--- src/rtl/if_fetch_ctrl_pkg.sv ---
// Shared CPU fetch definitions: stall vector, instruction/address types,
// fetch FSM states and reset constants used by the fetch controller slice.
package if_fetch_ctrl_pkg;

    typedef logic [5:0]  Stall_t;
    typedef logic [31:0] Inst_t;
    typedef logic [31:0] Inst_addr_t;

    typedef enum logic [1:0] {
        FS_IDLE,
        FS_REQ,
        FS_FULL,
        FS_DISCARD
    } fetch_state_t;

    localparam Inst_t      ZERO_WORD     = 32'h0000_0000;
    localparam Inst_addr_t PC_RESET_ADDR = 32'hBFC0_0000;

    // Index of the IF/ID hold bit inside Stall_t.
    localparam int STALL_IF_ID = 1;

    function automatic Inst_addr_t next_pc(input Inst_addr_t pc);
        return pc + 32'd4;
    endfunction

endpackage

--- src/rtl/if_fetch_ctrl_if.sv ---
// Instruction bus between the fetch controller (master) and the
// instruction memory / TLB side (slave).
interface if_fetch_ctrl_if;
    import if_fetch_ctrl_pkg::*;

    logic       ibus_req;
    Inst_addr_t ibus_addr;
    logic       ibus_ack;
    Inst_t      ibus_rdata;
    logic       ibus_miss;
    logic       ibus_valid;

    modport master (
        output ibus_req,
        output ibus_addr,
        input  ibus_ack,
        input  ibus_rdata,
        input  ibus_miss,
        input  ibus_valid
    );

    modport slave (
        input  ibus_req,
        input  ibus_addr,
        output ibus_ack,
        output ibus_rdata,
        output ibus_miss,
        output ibus_valid
    );

endinterface

--- src/rtl/if_fetch_buf.sv ---
// One-entry fetch packet register. Clear beats load beats consume.
// Optional IFETCH_ALIGN_CHECK_EN adds an address-error flag to the packet.
module if_fetch_buf
    import if_fetch_ctrl_pkg::*;
(
    input  logic       clk,
    input  logic       rst,
    input  logic       clear,
    input  logic       load,
    input  logic       consume,
    input  Inst_addr_t load_pc,
    input  Inst_t      load_inst,
    input  logic       load_miss,
    input  logic       load_valid,
`ifdef IFETCH_ALIGN_CHECK_EN
    input  logic       load_err,
    output logic       pkt_err,
`endif
    output logic       pkt_vld,
    output Inst_addr_t pkt_pc,
    output Inst_t      pkt_inst,
    output logic       pkt_miss,
    output logic       pkt_valid
);

    logic       pkt_vld_reg;
    Inst_addr_t pkt_pc_reg;
    Inst_t      pkt_inst_reg;
    logic       pkt_miss_reg;
    logic       pkt_valid_reg;
`ifdef IFETCH_ALIGN_CHECK_EN
    logic       pkt_err_reg;
`endif

    always_ff @(posedge clk) begin
        if (!rst) begin
            pkt_vld_reg   <= 1'b0;
            pkt_pc_reg    <= '0;
            pkt_inst_reg  <= ZERO_WORD;
            pkt_miss_reg  <= 1'b0;
            pkt_valid_reg <= 1'b1;
`ifdef IFETCH_ALIGN_CHECK_EN
            pkt_err_reg   <= 1'b0;
`endif
        end else if (clear) begin
            pkt_vld_reg <= 1'b0;
        end else if (load) begin
            // A load replaces a packet consumed in the same cycle.
            pkt_vld_reg   <= 1'b1;
            pkt_pc_reg    <= load_pc;
            pkt_inst_reg  <= load_inst;
            pkt_miss_reg  <= load_miss;
            pkt_valid_reg <= load_valid;
`ifdef IFETCH_ALIGN_CHECK_EN
            pkt_err_reg   <= load_err;
`endif
        end else if (consume) begin
            pkt_vld_reg <= 1'b0;
        end
    end

    assign pkt_vld   = pkt_vld_reg;
    assign pkt_pc    = pkt_pc_reg;
    assign pkt_inst  = pkt_inst_reg;
    assign pkt_miss  = pkt_miss_reg;
    assign pkt_valid = pkt_valid_reg;
`ifdef IFETCH_ALIGN_CHECK_EN
    assign pkt_err   = pkt_err_reg;
`endif

endmodule

--- src/rtl/if_fetch_ctrl.sv ---
// Instruction fetch controller: issues ibus requests, handles redirects and
// feeds IF/ID through if_fetch_buf. IFETCH_ALIGN_CHECK_EN adds if_addr_err.
module if_fetch_ctrl
    import if_fetch_ctrl_pkg::*;
#(
    parameter Inst_addr_t RESET_PC = PC_RESET_ADDR
) (
    input  logic       clk,
    input  logic       rst,
    input  Stall_t     stall,
    input  logic       flush,
    input  Inst_addr_t flush_pc,
    input  logic       branch_flag,
    input  Inst_addr_t branch_target,
    if_fetch_ctrl_if.master ibus,
    output Inst_addr_t if_pc,
    output Inst_t      if_inst,
    output logic       if_miss,
    output logic       if_valid,
    output Inst_addr_t if_inst_addr_v,
`ifdef IFETCH_ALIGN_CHECK_EN
    output logic       if_addr_err,
`endif
    output logic       stall_req
);

    fetch_state_t state_reg;
    Inst_addr_t   fetch_pc_reg;
    Inst_addr_t   discard_addr_reg;

    logic       pkt_vld;
    Inst_addr_t pkt_pc;
    Inst_t      pkt_inst;
    logic       pkt_miss;
    logic       pkt_valid;
`ifdef IFETCH_ALIGN_CHECK_EN
    logic       pkt_err;
`endif

    logic       consume;
    logic       slot_free;
    logic       redirect;
    Inst_addr_t redirect_pc;
    logic       misaligned;
    logic       req_c;
    logic       ack;
    logic       err_load;
    logic       buf_load;
    logic       stall_unused;

    assign stall_unused = ^{stall[5:2], stall[0]};

    assign consume     = pkt_vld & ~stall[STALL_IF_ID];
    assign slot_free   = ~pkt_vld | consume;
    assign redirect    = flush | branch_flag;
    assign redirect_pc = flush ? flush_pc : branch_target;

`ifdef IFETCH_ALIGN_CHECK_EN
    assign misaligned = (fetch_pc_reg[1:0] != 2'b00);
`else
    assign misaligned = 1'b0;
`endif

    // The request is gated by this cycle's stall so a held packet never has a
    // successor in flight; once raised it stays up because the slot stays free.
    assign req_c    = ((state_reg == FS_REQ) && slot_free && !misaligned)
                    || (state_reg == FS_DISCARD);
    assign ack      = ibus.ibus_ack & req_c;
    assign err_load = (state_reg == FS_REQ) && slot_free && misaligned;
    assign buf_load = (state_reg == FS_REQ) && (ack || err_load) && !redirect;

    always_ff @(posedge clk) begin
        if (!rst) begin
            state_reg        <= FS_IDLE;
            fetch_pc_reg     <= RESET_PC;
            discard_addr_reg <= RESET_PC;
        end else begin
            case (state_reg)
                FS_IDLE: begin
                    state_reg <= FS_REQ;
                    if (redirect) begin
                        fetch_pc_reg <= redirect_pc;
                    end
                end
                FS_REQ: begin
                    if (redirect) begin
                        fetch_pc_reg <= redirect_pc;
                        if (req_c && !ack) begin
                            state_reg        <= FS_DISCARD;
                            discard_addr_reg <= fetch_pc_reg;
                        end else begin
                            state_reg <= FS_REQ;
                        end
                    end else if (!slot_free) begin
                        state_reg <= FS_FULL;
                    end else if (ack || err_load) begin
                        fetch_pc_reg <= next_pc(fetch_pc_reg);
                    end
                end
                FS_FULL: begin
                    if (redirect) begin
                        fetch_pc_reg <= redirect_pc;
                        state_reg    <= FS_REQ;
                    end else if (consume) begin
                        state_reg <= FS_REQ;
                    end
                end
                FS_DISCARD: begin
                    // The bus keeps the stale address until it answers; a newer
                    // redirect just replaces the target to restart from.
                    if (redirect) begin
                        fetch_pc_reg <= redirect_pc;
                    end
                    if (ack) begin
                        state_reg <= FS_REQ;
                    end
                end
                default: begin
                    state_reg <= FS_IDLE;
                end
            endcase
        end
    end

    if_fetch_buf u_buf (
        .clk        (clk),
        .rst        (rst),
        .clear      (redirect),
        .load       (buf_load),
        .consume    (consume),
        .load_pc    (fetch_pc_reg),
        .load_inst  (err_load ? ZERO_WORD : ibus.ibus_rdata),
        .load_miss  (err_load ? 1'b0 : ibus.ibus_miss),
        .load_valid (err_load ? 1'b1 : ibus.ibus_valid),
`ifdef IFETCH_ALIGN_CHECK_EN
        .load_err   (err_load),
        .pkt_err    (pkt_err),
`endif
        .pkt_vld    (pkt_vld),
        .pkt_pc     (pkt_pc),
        .pkt_inst   (pkt_inst),
        .pkt_miss   (pkt_miss),
        .pkt_valid  (pkt_valid)
    );

    assign ibus.ibus_req  = req_c;
    assign ibus.ibus_addr = (state_reg == FS_DISCARD) ? discard_addr_reg : fetch_pc_reg;

    // With no packet held, IF/ID sees a NOP tagged with the pending fetch PC.
    assign if_pc          = pkt_vld ? pkt_pc    : fetch_pc_reg;
    assign if_inst_addr_v = if_pc;
    assign if_inst        = pkt_vld ? pkt_inst  : ZERO_WORD;
    assign if_miss        = pkt_vld ? pkt_miss  : 1'b0;
    assign if_valid       = pkt_vld ? pkt_valid : 1'b1;
`ifdef IFETCH_ALIGN_CHECK_EN
    assign if_addr_err    = pkt_vld ? pkt_err   : 1'b0;
`endif

    assign stall_req = ~pkt_vld | (state_reg == FS_DISCARD);

endmodule

--- src/flat_wrapper.sv ---
// flat-port wrapper written by rule: the top's interface ports become plain ports
module if_fetch_ctrl_flat import if_fetch_ctrl_pkg::*;
#(
    parameter Inst_addr_t RESET_PC = PC_RESET_ADDR
)
  (clk, rst, stall, flush, flush_pc, branch_flag, branch_target, if_pc, if_inst, if_miss, if_valid, if_inst_addr_v, stall_req, ibus_ibus_req, ibus_ibus_addr, ibus_ibus_ack, ibus_ibus_rdata, ibus_ibus_miss, ibus_ibus_valid);
  if_fetch_ctrl_if ibus_i ();
  input  logic clk;
  input  logic rst;
  input  Stall_t stall;
  input  logic flush;
  input  Inst_addr_t flush_pc;
  input  logic branch_flag;
  input  Inst_addr_t branch_target;
  output Inst_addr_t if_pc;
  output Inst_t if_inst;
  output logic if_miss;
  output logic if_valid;
  output Inst_addr_t if_inst_addr_v;
  output logic stall_req;
  output wire logic [$bits(ibus_i.ibus_req)-1:0] ibus_ibus_req;
  output wire logic [$bits(ibus_i.ibus_addr)-1:0] ibus_ibus_addr;
  input wire logic [$bits(ibus_i.ibus_ack)-1:0] ibus_ibus_ack;
  input wire logic [$bits(ibus_i.ibus_rdata)-1:0] ibus_ibus_rdata;
  input wire logic [$bits(ibus_i.ibus_miss)-1:0] ibus_ibus_miss;
  input wire logic [$bits(ibus_i.ibus_valid)-1:0] ibus_ibus_valid;
  assign ibus_ibus_req = ibus_i.ibus_req;
  assign ibus_ibus_addr = ibus_i.ibus_addr;
  assign ibus_i.ibus_ack = ibus_ibus_ack;
  assign ibus_i.ibus_rdata = ibus_ibus_rdata;
  assign ibus_i.ibus_miss = ibus_ibus_miss;
  assign ibus_i.ibus_valid = ibus_ibus_valid;
  if_fetch_ctrl #(.RESET_PC(RESET_PC)) u_core (.clk(clk), .rst(rst), .stall(stall), .flush(flush), .flush_pc(flush_pc), .branch_flag(branch_flag), .branch_target(branch_target), .ibus(ibus_i), .if_pc(if_pc), .if_inst(if_inst), .if_miss(if_miss), .if_valid(if_valid), .if_inst_addr_v(if_inst_addr_v), .stall_req(stall_req));
endmodule
--- config.mk ---
export PLATFORM = sky130hd
export DESIGN_NAME = if_fetch_ctrl_flat
export DESIGN_NICKNAME = d
export VERILOG_FILES = /design/src/rtl/if_fetch_ctrl_pkg.sv /design/src/rtl/if_fetch_ctrl_if.sv /design/src/rtl/if_fetch_buf.sv /design/src/rtl/if_fetch_ctrl.sv /design/src/flat_wrapper.sv
export SDC_FILE = /design/constraint.sdc
export NUM_CORES = 1
export LEC_CHECK = 0
export CORE_UTILIZATION = 43
export CTS_CLUSTER_DIAMETER = 80
export DETAILED_ROUTE_END_ITERATION = 7
export GPL_ROUTABILITY_DRIVEN = 0
export PLACE_DENSITY_LB_ADDON = 0.05
export SLEW_MARGIN = 20
export SYNTH_ARGS = -nofsm -noshare
export SYNTH_HDL_FRONTEND = slang
export SYNTH_SLANG_ARGS = --single-unit
--- constraint.sdc ---
create_clock -name clk -period 1.95 [get_ports clk]
set_clock_uncertainty 0.05 [all_clocks]
set_input_delay 0.195 -clock clk [delete_from_list [all_inputs] [get_ports clk]]
set_output_delay 0.195 -clock clk [all_outputs]
set_load 0.1 [all_outputs]
# Yosys cells after proc, flatten, opt, wreduce, memory -nomap -nowiden
# Cells that the tools add are included.
[totals]
latch_bits = 0
memories = 0
rom_bits = 0
reg_bits = 133
ram_bits = 0
output_inout_bits = 132
word_cells = 62
[classes]
order_cmp = 0
eq_ne = 9
mux = 20
n_mul = 0
shift = 0
n_addsub = 1
div_mod_pow = 0
n_reduce_logical = 15
n_bitwise = 9
[ops]
columns = ["operator", "count"]
rows = [
  ["32-bit two-way mux", 8],
  ["32-bit case mux with 2 select lines", 1],
  ["32-bit by 3-bit adder with 32-bit output, second input constant", 1],
  ["2-bit two-way mux", 6],
  ["3-bit by 1-bit inequality test with 1-bit output, second input constant", 3],
  ["3-bit AND reduction", 3],
  ["2-bit case mux with 4 select lines", 1],
  ["2-bit equality test, second input constant", 2],
  ["1-bit logical AND", 4],
  ["1-bit two-way mux", 4],
  ["2-bit by 1-bit inequality test with 1-bit output, second input constant", 2],
  ["1-bit inverter", 4],
  ["3-bit inequality test, second input constant", 1],
  ["1-bit OR", 3],
  ["3-bit OR reduction", 1],
  ["1-bit AND", 2],
  ["2-bit by 1-bit equality test with 1-bit output, second input constant", 1],
  ["1-bit logical NOT", 2],
  ["2-bit logical NOT", 1],
  ["2-bit AND reduction", 1],
  ["2-bit nonzero test", 1],
  ["2-bit OR reduction", 1],
  ["1-bit logical OR", 1],
]

# Depth between registers and ports, before layout
[depth]
word_depth = 11
depth_mapped = 8

# Hierarchy
# Synthesis repeated with hierarchy kept, for this count alone.
[unflattened]
hier_cells = 914
hier_area_um2 = 7758.7
[by_module_without_submodules]
columns = ["mod", "n_inst", "cells_each", "seq_area_each_um2", "area_each_um2"]
rows = [
  ["if_fetch_ctrl", 1, 622, 1321.3, 5056.1],
  ["if_fetch_buf", 1, 292, 1341.3, 2702.6],
]

# Least setup slack after synthesis
# No wires, ideal clock.
[synth_path]
kind = "register to output"
startpoint = "register u_core.u_buf.pkt_vld_reg (netlist: u_core.u_buf.pkt_vld)"
endpoint = "output port if_pc[26]"
n_path_buf = 3
arrival_time_ps = 3351
stages_incl_launch_ff = 5
setup_slack_ps = -1646
required_ps = 1705
cell_sequence = "dfxtp_1 > buf_2 > clkbuf_1 > o21ai_0 > buf_4"
[synth_between]
elab_chain_len = 1
[synth_lines]
columns = ["element", "line_no", "source"]
rows = [
  ["start, declared", "if_fetch_buf.sv:26", "logic pkt_vld_reg;"],
  ["start signal, assigned", "if_fetch_buf.sv:37", "pkt_vld_reg <= 1'b0;"],
  ["start signal, assigned", "if_fetch_buf.sv:46", "pkt_vld_reg <= 1'b0;"],
  ["start signal, assigned", "if_fetch_buf.sv:49", "pkt_vld_reg <= 1'b1;"],
  ["32-bit two-way mux", "if_fetch_ctrl.sv:150", "assign if_pc = pkt_vld ? pkt_pc : fetch_pc_reg;"],
  ["end, declared", "flat_wrapper.sv:15", "output Inst_addr_t if_pc;"],
]
# No other way between the ends.

# Final worst setup path
[layout_path]
startpoint = "register u_core.state_reg[1]"
endpoint = "output port ibus_ibus_addr[28]"
[layout_between]
elab_chain_len = 2
[layout_lines]
columns = ["element", "line_no", "source"]
rows = [
  ["start, declared", "if_fetch_ctrl.sv:27", "fetch_state_t state_reg;"],
  ["start signal, assigned", "if_fetch_ctrl.sv:74", "state_reg <= FS_IDLE;"],
  ["start signal, assigned", "if_fetch_ctrl.sv:80", "state_reg <= FS_REQ;"],
  ["start signal, assigned", "if_fetch_ctrl.sv:89", "state_reg <= FS_DISCARD;"],
  ["2-bit equality test", "if_fetch_ctrl.sv:147", "assign ibus.ibus_addr = (state_reg == FS_DISCARD) ? discard_addr_reg : fetch_pc_reg;"],
  ["32-bit two-way mux", "if_fetch_ctrl.sv:147", ""],
  ["end, declared", "flat_wrapper.sv:22", "output wire logic [$bits(ibus_i.ibus_addr)-1:0] ibus_ibus_addr;"],
]
# No other way between the ends.

==> impl_metrics.json <==
{
  "outcome": "finished, final reports clean",
  "min_to": "u_core.fetch_pc_reg[29]",
  "r2r_slack_ps": 70,
  "synth.ff_latch_count": 133,
  "tns_ps": 0,
  "die-area_mm2": 0.0180,
  "synth_edf_count": 0,
  "antenna_left": 0,
  "avgRoutedWirePerCell_um": 17.8,
  "yosysWarnings": 0,
  "tightest_slew_ps": 514,
  "regToRegStartpoint": "u_core.fetch_pc_reg[2]",
  "core.rowCount": 48,
  "cp.required_ps": 1700,
  "cts_tree": "yes",
  "grt_usage": 0.272,
  "critPathArrivalTime_ps": 1680,
  "viasPerCell": 5.43,
  "finalCritPeriodShare": 0.985,
  "r2r_end": "u_core.fetch_pc_reg[30]",
  "syn2layout_area_growth_pct": 68.4,
  "grt_first_pass_wirelength_um": 38400,
  "ir_drop_v": 0.000752,
  "grt-ovfl-total": 0,
  "relSlewSlack": 0.658,
  "rsz0062_at_grt": "no",
  "drtIter0Drc": 540,
  "ys.flop_type": "dfxtp_1",
  "netlist.area_leader.share": 0.354,
  "p_total_mw": 9.65,
  "p_per_area_mw_per_mm2": 761,
  "cts_hold_buf": 0,
  "htree_num_levels": 4,
  "grt_max_degree": 134,
  "clock_path_buffers": 2,
  "synthesis.area_mm2": 0.00753,
  "start_util": 0.438,
  "end_kind": "output port",
  "hold_class": "primary input to register",
  "io_buffers": 235,
  "postLayoutCellArea_mm2": 0.0127,
  "pre_cts_ws_ps": -122,
  "hpwl_um": 16500,
  "antenna_found_initial": 0,
  "dpl_cell_area_mm2": 0.0116,
  "synthTopCellsByCount": "240 x nand2_1, 133 x dfxtp_1, 87 x a21boi_0",
  "yosys.cell_count.top_type": "nand2_1",
  "coreArea_mm2": 0.0172,
  "syn_inst": 935,
  "cts_buffers": 17,
  "critical_path.max_fanout": 6,
  "fp.dieW_um": 134,
  "fmaxAchievable_mhz": 520,
  "whs_ps": 272,
  "syn_avg_cell_area_um2": 8.05,
  "ys_types": 65,
  "clkSlewWorstSetupHoldPaths_ps": 60,
  "reg2reg_depth": 6,
  "setup-violations-final": 0,
  "cts-root-buf": "clkbuf_16",
  "cap_violations": 0,
  "synth_area_leader_cell": "dfxtp_1",
  "min_period_ps": 1920,
  "final.fill_count": 1256,
  "pin_count": 241,
  "hold_viol": 0,
  "finalWorstSetupSlack_ps": 28.6,
  "drc": 0,
  "start_kind": "register",
  "yosysSeqAreaShare": 0.354,
  "worstSetupPathType": "register to output port",
  "critPathLaunch": "u_core.state_reg[1]",
  "synthTopCellsByArea": "dfxtp_1 35%, nand2_1 12%, mux2_2 9.4%",
  "synth_fp_nets": 1045,
  "wl_um": 24900,
  "insertion_delay_ps": 420,
  "first_global_vias": 7168,
  "slew_violations": 0,
  "drive_gt1_frac": 0.306,
  "synth-async-reset-ratio": 0,
  "nets": 1276,
  "first_pass_iters": 6,
  "clock-sinks": 133,
  "worstHoldStart": "flush",
  "die_h_um": 134,
  "diodes": 0,
  "vias": 7619,
  "hold_depth": 4,
  "leakage_nw": 4.98
}
==> power breakdown <==
group	total (mW)	internal (mW)	leakage (nW)	switching (mW)
sequential	2.89	2.82	1.09	0.0681
clock	3.50	2.24	0.308	1.26
combinational	3.26	1.27	3.59	1.98
total	9.65	6.33	4.98	3.31
==> cell usage in the layout (no fill, tap or decap), types with 10 or more instances in the layout <==
cell and instances:
a21boi_0 84, clkbuf_16 18, mux2_4 15, nand2_1 239, o21ai_0 18, nand3_1 24, and2_1 34, nor3_1 10
buf_12 145, a21oi_1 15, dfxtp_1 129, nor2_1 25, nand4_1 12, mux2_2 48, mux2i_1 22, a31oi_1 12
buf_4 75, clkdlybuf4s50_1 101
==> repair_timing <==
| item | 4_1_cts | 5_1_grt |
|---|---|---|
| setup endpoints to repair | 71 | 52 |
| pin swaps | 1 | 2 |
| setup buffers | 5 | 4 |
| gates resized for setup | 33 | 25 |
| gates cloned | 5 | 1 |
==> stage by stage <==
step,util,std cells
4_1_cts,0.730,1398
3_5_place_dp,0.675,1358
5_1_grt,0.738,1403
3_3_place_gp,0.675,1358
6_report,0.738,1403
2_1_floorplan,-,935
==> per-layer routing <==
| metal | share of wire | up-vias | track usage |
|---|---|---|---|
| met5 | 0 | - | 0 |
| met1 | 0.43 | 3588 | 0.344 |
| met4 | 0.022 | 0 | 0.0980 |
| met3 | 0.062 | 44 | 0.0480 |
| li1 | - | 3661 | - |
| met2 | 0.49 | 326 | 0.463 |
==> critical path, stage by stage, from the launching register on <==
cell and delay [ps]:
dfxtp_4 370, nand2_8 90, buf_12 130, buf_12 120
mux2_2 360, buf_12 170
==> layout make-up <==
cell class | count | area, µm² | share of cell area
repair buffers | 333 | 4720 | 0.372
multi-input cells | 676 | 4340 | 0.342
flip-flops and latches | 133 | 2680 | 0.211
clock buffers | 20 | 467 | 0.0368
well taps | 225 | 282 | 0.0222
clock inverters | 11 | 175 | 0.0138
inverters | 5 | 18.8 | 0.00148
==> worst max path at each step <==
stage | end | slack [ps] | cells after the start
after floorplan | if_pc[0] | -50 | 4
after global routing | ibus_ibus_addr[28] | 2 | 5
final | ibus_ibus_addr[28] | 30 | 5
after global placement | u_core.fetch_pc_reg[29] | -120 | 6
after CTS | if_inst_addr_v[31] | -3 | 3
after detailed placement | u_core.fetch_pc_reg[29] | -120 | 6
==> logic make-up (layout without fill, tap and decap cells) <==
kind of cell               after synthesis  in the layout  share of synthesized area
buffers and inverters                  126            369                     0.0931
and+or+nand+nor                        399            399                      0.248
adders and majority gates                1              1                    0.00166
DFF                                    133            133                      0.354
AOI/OAI and AO/OA                      191            191                      0.180
muxes                                   85             85                      0.124
Power figures use the tool's default switching activity.
